--- config.mk ---
export PLATFORM = sky130hd
export DESIGN_NAME = wb_arbiter2
export DESIGN_NICKNAME = d
export VERILOG_FILES = /design/src/rtl/wb_arbiter2.sv
export SDC_FILE = /design/constraint.sdc
export NUM_CORES = 1
export LEC_CHECK = 0
export BUFFER_PORTS_ARGS = -buffer_cell sky130_fd_sc_hd__buf_2
export CAP_MARGIN = 20
export CELL_PAD_IN_SITES_DETAIL_PLACEMENT = 1
export CELL_PAD_IN_SITES_GLOBAL_PLACEMENT = 1
export CORE_AREA = 2 2 110 112
export DETAILED_ROUTE_END_ITERATION = 8
export DIE_AREA = 0 0 112 114
export PLACE_DENSITY = 0.86
export SLEW_MARGIN = 20
export SYNTH_ARGS = -nofsm -noshare
export SYNTH_HDL_FRONTEND = slang
export SYNTH_SLANG_ARGS = --single-unit
--- constraint.sdc ---
create_clock -name clk -period 2.4 [get_ports clk]
set_input_delay 0.12 -clock clk [delete_from_list [all_inputs] [get_ports clk]]
set_output_delay 0.12 -clock clk [all_outputs]
set_load 0.01 [all_outputs]
--- src/rtl/wb_arbiter2.sv ---
// Two-master to one-slave Wishbone classic arbiter with round-robin grant locked per cyc burst.
// A bus watchdog turns a slave that never answers a strobe into a one-cycle err to the granted master.
module wb_arbiter2 #(
  parameter int ADDR_WIDTH = 20,
  parameter int TIMEOUT    = 255
) (
  input  logic                  clk,
  input  logic                  rst,
  input  logic [ADDR_WIDTH-1:0] m0__adr,
  input  logic [31:0]           m0__dat_w,
  input  logic [3:0]            m0__sel,
  input  logic                  m0__we,
  input  logic                  m0__cyc,
  input  logic                  m0__stb,
  output logic [31:0]           m0__dat_r,
  output logic                  m0__ack,
  output logic                  m0__err,
  input  logic [ADDR_WIDTH-1:0] m1__adr,
  input  logic [31:0]           m1__dat_w,
  input  logic [3:0]            m1__sel,
  input  logic                  m1__we,
  input  logic                  m1__cyc,
  input  logic                  m1__stb,
  output logic [31:0]           m1__dat_r,
  output logic                  m1__ack,
  output logic                  m1__err,
  output logic [ADDR_WIDTH-1:0] s__adr,
  output logic [31:0]           s__dat_w,
  output logic [3:0]            s__sel,
  output logic                  s__we,
  output logic                  s__cyc,
  output logic                  s__stb,
  input  logic [31:0]           s__dat_r,
  input  logic                  s__ack,
  input  logic                  s__err,
  output logic [1:0]            gnt
);

  localparam logic [1:0] IDLE = 2'd0;
  localparam logic [1:0] GNT0 = 2'd1;
  localparam logic [1:0] GNT1 = 2'd2;

  localparam logic [15:0] WD_LAST = (TIMEOUT > 0) ? 16'(TIMEOUT - 1) : 16'd0;

  logic [1:0]  state_q, state_d;
  logic        last_gnt_q, last_gnt_d;  // 1 = m1 held the bus last
  logic [15:0] wd_cnt_q, wd_cnt_d;
  logic        wd_err_q, wd_err_d;
  logic        sel_m0, sel_m1;

  assign sel_m0 = (state_q == GNT0);
  assign sel_m1 = (state_q == GNT1);
  assign gnt    = {sel_m1, sel_m0};

  // NOTE: every output of a combinational block gets a default first so no path can infer a latch.
  always_comb begin
    s__adr   = '0;
    s__dat_w = '0;
    s__sel   = '0;
    s__we    = 1'b0;
    s__cyc   = 1'b0;
    s__stb   = 1'b0;
    if (sel_m0) begin
      s__adr   = m0__adr;
      s__dat_w = m0__dat_w;
      s__sel   = m0__sel;
      s__we    = m0__we;
      s__cyc   = m0__cyc;
      s__stb   = m0__stb & ~wd_err_q;
    end else if (sel_m1) begin
      s__adr   = m1__adr;
      s__dat_w = m1__dat_w;
      s__sel   = m1__sel;
      s__we    = m1__we;
      s__cyc   = m1__cyc;
      s__stb   = m1__stb & ~wd_err_q;
    end
  end

  assign m0__dat_r = s__dat_r;
  assign m1__dat_r = s__dat_r;
  // A late slave ack coinciding with the watchdog err is swallowed.
  assign m0__ack   = sel_m0 & s__ack & ~wd_err_q;
  assign m1__ack   = sel_m1 & s__ack & ~wd_err_q;
  assign m0__err   = sel_m0 & (s__err | wd_err_q);
  assign m1__err   = sel_m1 & (s__err | wd_err_q);

  always_comb begin
    state_d    = state_q;
    last_gnt_d = last_gnt_q;
    case (state_q)
      IDLE: begin
        if (m0__cyc && m1__cyc) state_d = last_gnt_q ? GNT0 : GNT1;
        else if (m0__cyc)       state_d = GNT0;
        else if (m1__cyc)       state_d = GNT1;
      end
      GNT0: if (!m0__cyc) begin
        state_d    = IDLE;
        last_gnt_d = 1'b0;
      end
      GNT1: if (!m1__cyc) begin
        state_d    = IDLE;
        last_gnt_d = 1'b1;
      end
      default: state_d = IDLE;
    endcase
  end

  always_comb begin
    wd_cnt_d = '0;
    wd_err_d = 1'b0;
    if (TIMEOUT != 0 && state_q != IDLE && s__stb && !(s__ack || s__err)) begin
      if (wd_cnt_q == WD_LAST) wd_err_d = 1'b1;
      else                     wd_cnt_d = wd_cnt_q + 16'd1;
    end
  end

  // NOTE: sequential state uses non-blocking assignments so all registers update from pre-edge values.
  always_ff @(posedge clk) begin
    if (rst) begin
      state_q    <= IDLE;
      last_gnt_q <= 1'b1;
      wd_cnt_q   <= '0;
      wd_err_q   <= 1'b0;
    end else begin
      state_q    <= state_d;
      last_gnt_q <= last_gnt_d;
      wd_cnt_q   <= wd_cnt_d;
      wd_err_q   <= wd_err_d;
    end
  end

endmodule

==> summary.md, run 1 <==
| Metric | Value |
|---|---|
| Status | completed |
| Fmax achieved | 0.521 GHz |
| Critical path required time | around 2.3 ns |
| Comb pwr share | 0.345 |
| Cells resized by post-CTS repair | 0 |
| Sequential-to-total area share from yosys stat | 0.188 |
| Minimum clock period | 1.92 ns |
| Reg2Reg Depth | 5 |
| GRT Overall Usage | 0.132 |
| Std cell rows | 40 |
| Placer congestion estimate | between 0.8 and 0.9 |
| CTS H-tree depth | 1 |
| Clk root buf | clkbuf_16 |
| Crit. path cell count | 5 |
| # hold bufs at CTS | 0 |
| I/O pin count | 283 |
| Largest net degree at the start of global routing | approximately 60 |
| Crit path max-delay cell type | dfxtp_1 |
| Synth-to-Final Area Change | 30.5% |
| Post-DP HPWL | approximately 7800 microns |
| Starting density of the core | 0.182 |
| Fillers | ~1,500 |
| CTS tree | built |
| Synthesized flop and latch total | 20 |
| Vias post-DR | approximately 2,200 |
| Flop pwr share | 0.327 |
| Number of remaining DRC errors | 0 |
| Final wirelength | ~9200 microns |
| Ys async rst share | 0 |
| Sw Share | 0.294 |
| Leakage | about 1.4 nW |
| Max Cap Viol | 0 |
| Commonest cells in the netlist | 66 x buf_4, 57 x a22o_1, 20 x dfxtp_1 |
| Clock Power Share | 0.328 |
| Pre-CTS setup slack | roughly 0.64 ns |
| Wire length per cell | between 15 and 20 microns |
| TritonCTS buffer count | 3 |
| Worst EP arrival | approximately 1.8 ns |
| Startpoint Class | flop |
| Fraction of layout cells with a size suffix above 1 | 0.611 |
| Worst Hold Path Cells | 2 |
| Worst-case clock skew | roughly 0.0038 ns |
| Mapped Nets | 400 |
| Flop-to-flop setup slack | around 0.65 ns |
| Measured slew at the worst slew-check pin | ~0.61 ns |
| Area leader, netlist | a22o_1 |
| Max_slew headroom | 0.592 |
| Die ar. | 0.0128 sq mm |
| Grt total ovfl | 0 |
| Power Total | between 1 and 1.5 mW |
| Drt via density | roughly 4.5 |
| Crit-path max cell delay | roughly 0.44 ns |
| Number of synthesized flops with an enable pin | 0 |
| Sw power | approximately 0.3 mW |
| Core ar. | ~0.012 sq mm |
| Setup WS post-layout | about 0.48 ns |
| Max-slew violations | 0 |
| Initial antenna violation count | 0 |
| Hold/Removal Path Class | in -> reg |
| Die height | around 110 microns |
| Worst-Skew Late Latency | 0.25 ns |
| Mapped Cells | about 240 |
| Ant. Diodes | 0 |
| Area contributors post-synth | a22o_1 23%, buf_4 23%, dfxtp_1 19%, xnor2_1 5.3%, nor2_4 2.6% |
| PwrDens | roughly 370 mW/mm^2 |
| Clk pin slew, worst setup/hold paths | around 0.05 ns |
| Mean post-synth cell area | 8.74 sq um |
| Fin. Hold Viols | 0 |
| Total negative slack | 0 ns |
| Post-synth cell types | 35 |
| First-pass GRT wire length | 13,200 microns |
| Syn Std Cell Area | 0.00213 sq mm |
| Final setup vio count | 0 |
| Max IR drop VDD | 0.178 mV |
| Critical path's top delay family | buffers and inverters |
| Port bufs | between 150 and 200 |
| Setup bufs post-CTS | 0 |
| CP Buf/Inv Count | 3 |
| P_int | roughly 0.73 mW |
| Die Width | 112 microns |
| Synthesis Warnings | 0 |
| Period Utilization, post-route | 0.800 |
| Final nets | between 500 and 600 |
| Worst-path cell chain | nand2b_2, inv_2, buf_12, a22o_1, buf_2 |
| WS Path Type | reg -> out |
| Top-count cell post-synth | buf_4 |
| Largest fanout on the critical path | 37 |
| DRT antenna net count | 0 |
| Clock sinks | 20 |
| First-pass iteration count of the detailed router | 4 |
| Top-area cell type share of the netlist area | 0.234 |
| CTS Buffer Depth | 2 |
| Initial DRC Count | between 90 and 100 |
| RSZ-0062 raised after global routing | false |
| Vias in the first global route | around 2,300 |
| Post-synth top flop | dfxtp_1 |
| CP Capture Type | output port |
worst paths after layout:
kind / from / end
setup reg to reg: state_q[1] / wd_cnt_q[3]
hold / removal: rst / state_q[1]
hold reg to reg: last_gnt_q / state_q[1]
setup / recovery: state_q[1] / s__adr[9]
worst reg2reg max path, delay by kind of cell, from the launching register on:
| family | cells | cell delay [ns] |
|---|---|---|
| simple gates | 3 | 0.72 |
| buf+inv | 1 | 0.35 |
| flops | 1 | 0.44 |
| compound gates | 1 | 0.17 |
flip-flops by register name, indices dropped and copies added, names as in the netlist:
signal      count
wd_cnt_q       16
last_gnt_q      1
state_q         2
wd_err_q        1
cell usage in the layout (no fill, tap or decap), types with 2 or more instances in the layout:
cell type	count
buf_2	186
a21oi_1	2
nand2_1	4
clkbuf_16	3
xnor2_1	13
nor2_2	5
nand3_1	4
nor3_1	5
dfxtp_1	20
nor2b_1	2
inv_1	5
nor2_4	5
nand4_2	2
o21ai_0	2
nor3b_1	3
ha_1	2
a22o_1	57
nor4_2	4
nor2_1	14
metal layers:
layer | track usage | vias up | share of wire
met1 | 0.156 | 1073 | 0.39
met2 | 0.233 | 124 | 0.50
met5 | 0 | - | 0
li1 | - | 1028 | -
met3 | 0.0420 | 17 | 0.092
met4 | 0.0382 | 0 | 0.022
kinds of logic (layout without fill, tap and decap cells):
family          count (synthesis)  after routing  synth area share
buf+inv                        86            197             0.280
xor+xnor                       14             14            0.0575
simple gates                   59             59             0.211
compound gates                 63             63             0.253
flops                          20             20             0.188
fa+ha+maj                       2              2            0.0117
metrics by stage:
step | hold slack, ns | cells | util | area (sq um)
final | 0.0820 | 502 | 0.238 | 2780
after global placement | 0.240 | 499 | 0.231 | 2710
after detailed placement | 0.240 | 499 | 0.231 | 2710
after floorplan | 0.193 | 244 | - | 2130
after global routing | 0.102 | 502 | 0.238 | 2780
after CTS | 0.0831 | 502 | 0.238 | 2780
final cells by class:
cell class                 count  area (sq um)  share of cell area
multi-input combinational    138          1140               0.411
timing repair buffer         188           958               0.344
sequential                    20           400               0.144
tap                          147           184              0.0661
clock buffer                   3          75.1              0.0270
inverter                       6          22.5             0.00809
power by group through the flow:
stage,registers [mW],logic [mW],clock network [mW]
final,0.340,0.359,0.342
after global routing,0.340,0.385,0.366
after CTS,0.340,0.362,0.348
after detailed placement,0.347,0.358,0
after global placement,0.347,0.353,0
after floorplan,0.345,0.267,0
(Power assumes the default switching activity.)
==> run 2, diff against run 1 <==
- clock period: 2.4 -> 2 ns (I/O delays scaled with it)
==> run 2 against run 1 <==
Net effect:
- largest cell class unchanged
- non-clock buffer count rose by 2
- routed wire length is 3.3% lower
- critical endpoint is now s__dat_w[19]
- core utilization hardly changed
==> summary.md, run 2 (synthesis gave the netlist of run 1 again) <==
| Metric | Value |
|---|---|
| Comb pwr share | 0.348 (was 0.345) |
| Sw power | 0.357 mW (was 0.306 mW) |
| Placer congestion estimate | 0.850 (was 0.879) |
| Largest registers | wd_cnt_q: 16 flops, state_q: 2 flops (unchanged) |
| Period Utilization, post-route | 0.920 |
| # hold bufs at CTS | 0 (unchanged) |
| Max IR drop VDD | 0.494 mV (was 0.178 mV) |
| Initial antenna violation count | 1 (was 0) |
| P_int | 0.881 mW (was 0.734 mW) |
| Clock Power Share | 0.322 (was 0.328) |
| Total negative slack | 0 ns (unchanged) |
| Largest fanout on the critical path | 43 (was 37) |
| TritonCTS buffer count | 3 (unchanged) |
| Measured slew at the worst slew-check pin | 0.453 ns (was 0.613 ns) |
| Max_slew headroom | 0.696 (was 0.592) |
| Worst-case clock skew | 0.00152 ns (was 0.00379 ns) |
| I/O pin count | 283 (unchanged) |
| Leakage | 1.41 nW (was 1.40 nW) |
| Cells resized by post-CTS repair | 0 (unchanged) |
| Fin. Hold Viols | 0 (unchanged) |
| Status | completed (unchanged) |
| Minimum clock period | about 1.8 ns |
| Starting density of the core | 0.182 (unchanged) |
| Fraction of layout cells with a size suffix above 1 | 0.613 (was 0.611) |
| Drt via density | 4.40 (was 4.47) |
| Pre-CTS setup slack | 0.418 ns (was 0.643 ns) |
| First-pass GRT wire length | 13,200 microns (about the same) |
| Post-DP HPWL | 7620 microns (was 7790 microns) |
| Fmax achieved | approximately 0.54 GHz |
| Vias in the first global route | 2,268 (was 2,327) |
| Fin util | 0.238 (about the same) |
| Vias post-DR | 2,216 (was 2,242) |
| RSZ-0062 raised after global routing | false (unchanged) |
| CTS tree | built (unchanged) |
| WS Path Type | reg -> out (unchanged) |
| Crit path max-delay cell type | dfxtp_1 (unchanged) |
| Setup WS post-layout | 0.159 ns (was 0.480 ns) |
| DRT antenna net count | 0 (unchanged) |
| Core ar. | 0.0117 sq mm (unchanged) |
| Max-slew violations | 0 (unchanged) |
| PwrDens | 444 mW/mm^2 (was 374 mW/mm^2) |
| Hold/Removal Path Class | in -> reg (unchanged) |
| Die ar. | 0.0128 sq mm (unchanged) |
| Clk pin slew, worst setup/hold paths | 0.05 ns (about the same) |
| Sw Share | 0.289 (was 0.294) |
| Worst EP arrival | 1.74 ns (was 1.80 ns) |
| Most flops, register | wd_cnt_q (unchanged) |
| Ant. Diodes | 0 (unchanged) |
| Worst-path cell chain | nand2b_2, inv_2, buf_4, a22o_1, buf_2 (was nand2b_2, inv_2, buf_12, a22o_1, buf_2) |
| Setup bufs post-CTS | 0 (unchanged) |
| CP Capture Type | output port (unchanged) |
| First-pass iteration count of the detailed router | 4 (unchanged) |
| Largest net degree at the start of global routing | 44 (was 59) |
| Port bufs | 186 (unchanged) |
| Grt total ovfl | 0 (unchanged) |
| Clock sinks | 20 (unchanged) |
| Std cell rows | 40 (unchanged) |
| Worst-Skew Late Latency | 0.25 ns (about the same) |
| Final setup vio count | 0 (unchanged) |
| Final nets | 515 (was 513) |
| Number of remaining DRC errors | 0 (unchanged) |
| Fin area | 0.00279 sq mm (was 0.00278 sq mm) |
| Clk root buf | clkbuf_16 (unchanged) |
| Wire length per cell | 17.7 microns (was 18.4 microns) |
| Synth-to-Final Area Change | 30.6% (was 30.5%) |
| Die Width | 112 microns (unchanged) |
| Number of flip-flops in the largest register | 16 (unchanged) |
| Most common cell after layout, fill and taps aside | buf_2 (unchanged) |
| Initial DRC Count | 96 (unchanged) |
| Die height | 114 microns (unchanged) |
| Flop pwr share | 0.329 (was 0.327) |
| Critical path required time | 1.90 ns (was 2.28 ns) |
| GRT Overall Usage | 0.131 (was 0.132) |
| Final wirelength | 8930 microns (was 9240 microns) |
| CTS Buffer Depth | 2 (unchanged) |
| Placed cell area | 0.00271 sq mm (about the same) |
| Commonest cells after routing, fill and taps aside | 186 x buf_2, 57 x a22o_1, 20 x dfxtp_1, 14 x nor2_1, 13 x xnor2_1 (unchanged) |
| Max Cap Viol | 0 (unchanged) |
| CTS H-tree depth | 1 (unchanged) |
| Startpoint Class | flop (unchanged) |
| Crit-path max cell delay | 0.45 ns (was 0.44 ns) |
## run 2: changes by cell type in the layout (fill, tap and decap cells not counted), sizes merged
cell	delta
buf	+2
## run 2: critical path, delay by kind of cell (launching register included)
| kind | cells | cell delay [ns] |
|---|---|---|
| simple gates | 1 | 0.13 |
| compound gates | 1 | 0.27 |
| buf+inv | 3 | 0.64 |
| flops | 1 | 0.45 |
## run 2: per-layer routing
| metal | share of wire | track usage | vias to the layer above |
|---|---|---|---|
| met5 | 0.0015 | 0 | - |
| met4 | 0.024 | 0.0276 | 2 |
| met3 | 0.090 | 0.0367 | 17 |
| met2 | 0.48 | 0.227 | 127 |
| met1 | 0.40 | 0.163 | 1037 |
| li1 | - | - | 1033 |
## run 2: final cells by class
class | count | area [sq um]
inverters | 6 | 22.5
repair buffers | 190 | 961
clock buffers | 3 | 75.1
multi-input cells | 138 | 1140
fillers | 1482 | 8920
flip-flops and latches | 20 | 400
well taps | 147 | 184
## run 2: power by group through the flow
stage,Clock [mW],Sequential [mW],Combinational (mW)
after global placement,0,0.416,0.422
after detailed placement,0,0.416,0.428
after floorplan,0,0.415,0.321
after CTS,0.410,0.408,0.433
after global routing,0.426,0.408,0.465
final,0.399,0.408,0.431
## run 2: stage by stage
step	hold slack (ns)	power [mW]	cells
after floorplan	0.173	0.735	244
after global placement	0.200	0.837	501
after detailed placement	0.200	0.845	501
after CTS	0.0750	1.25	504
after global routing	0.0917	1.30	504
final	0.0762	1.24	504
## run 2: final timing paths
check                                  from           end  slack (ns)  cells after the start
worst max-delay path             state_q[1]  s__dat_w[19]        0.16                      5
worst min-delay path                    rst    state_q[1]        0.08                      2
worst max register to register  wd_cnt_q[0]   wd_cnt_q[4]        0.43                      6
worst min register to register   last_gnt_q    state_q[1]        0.50                      1
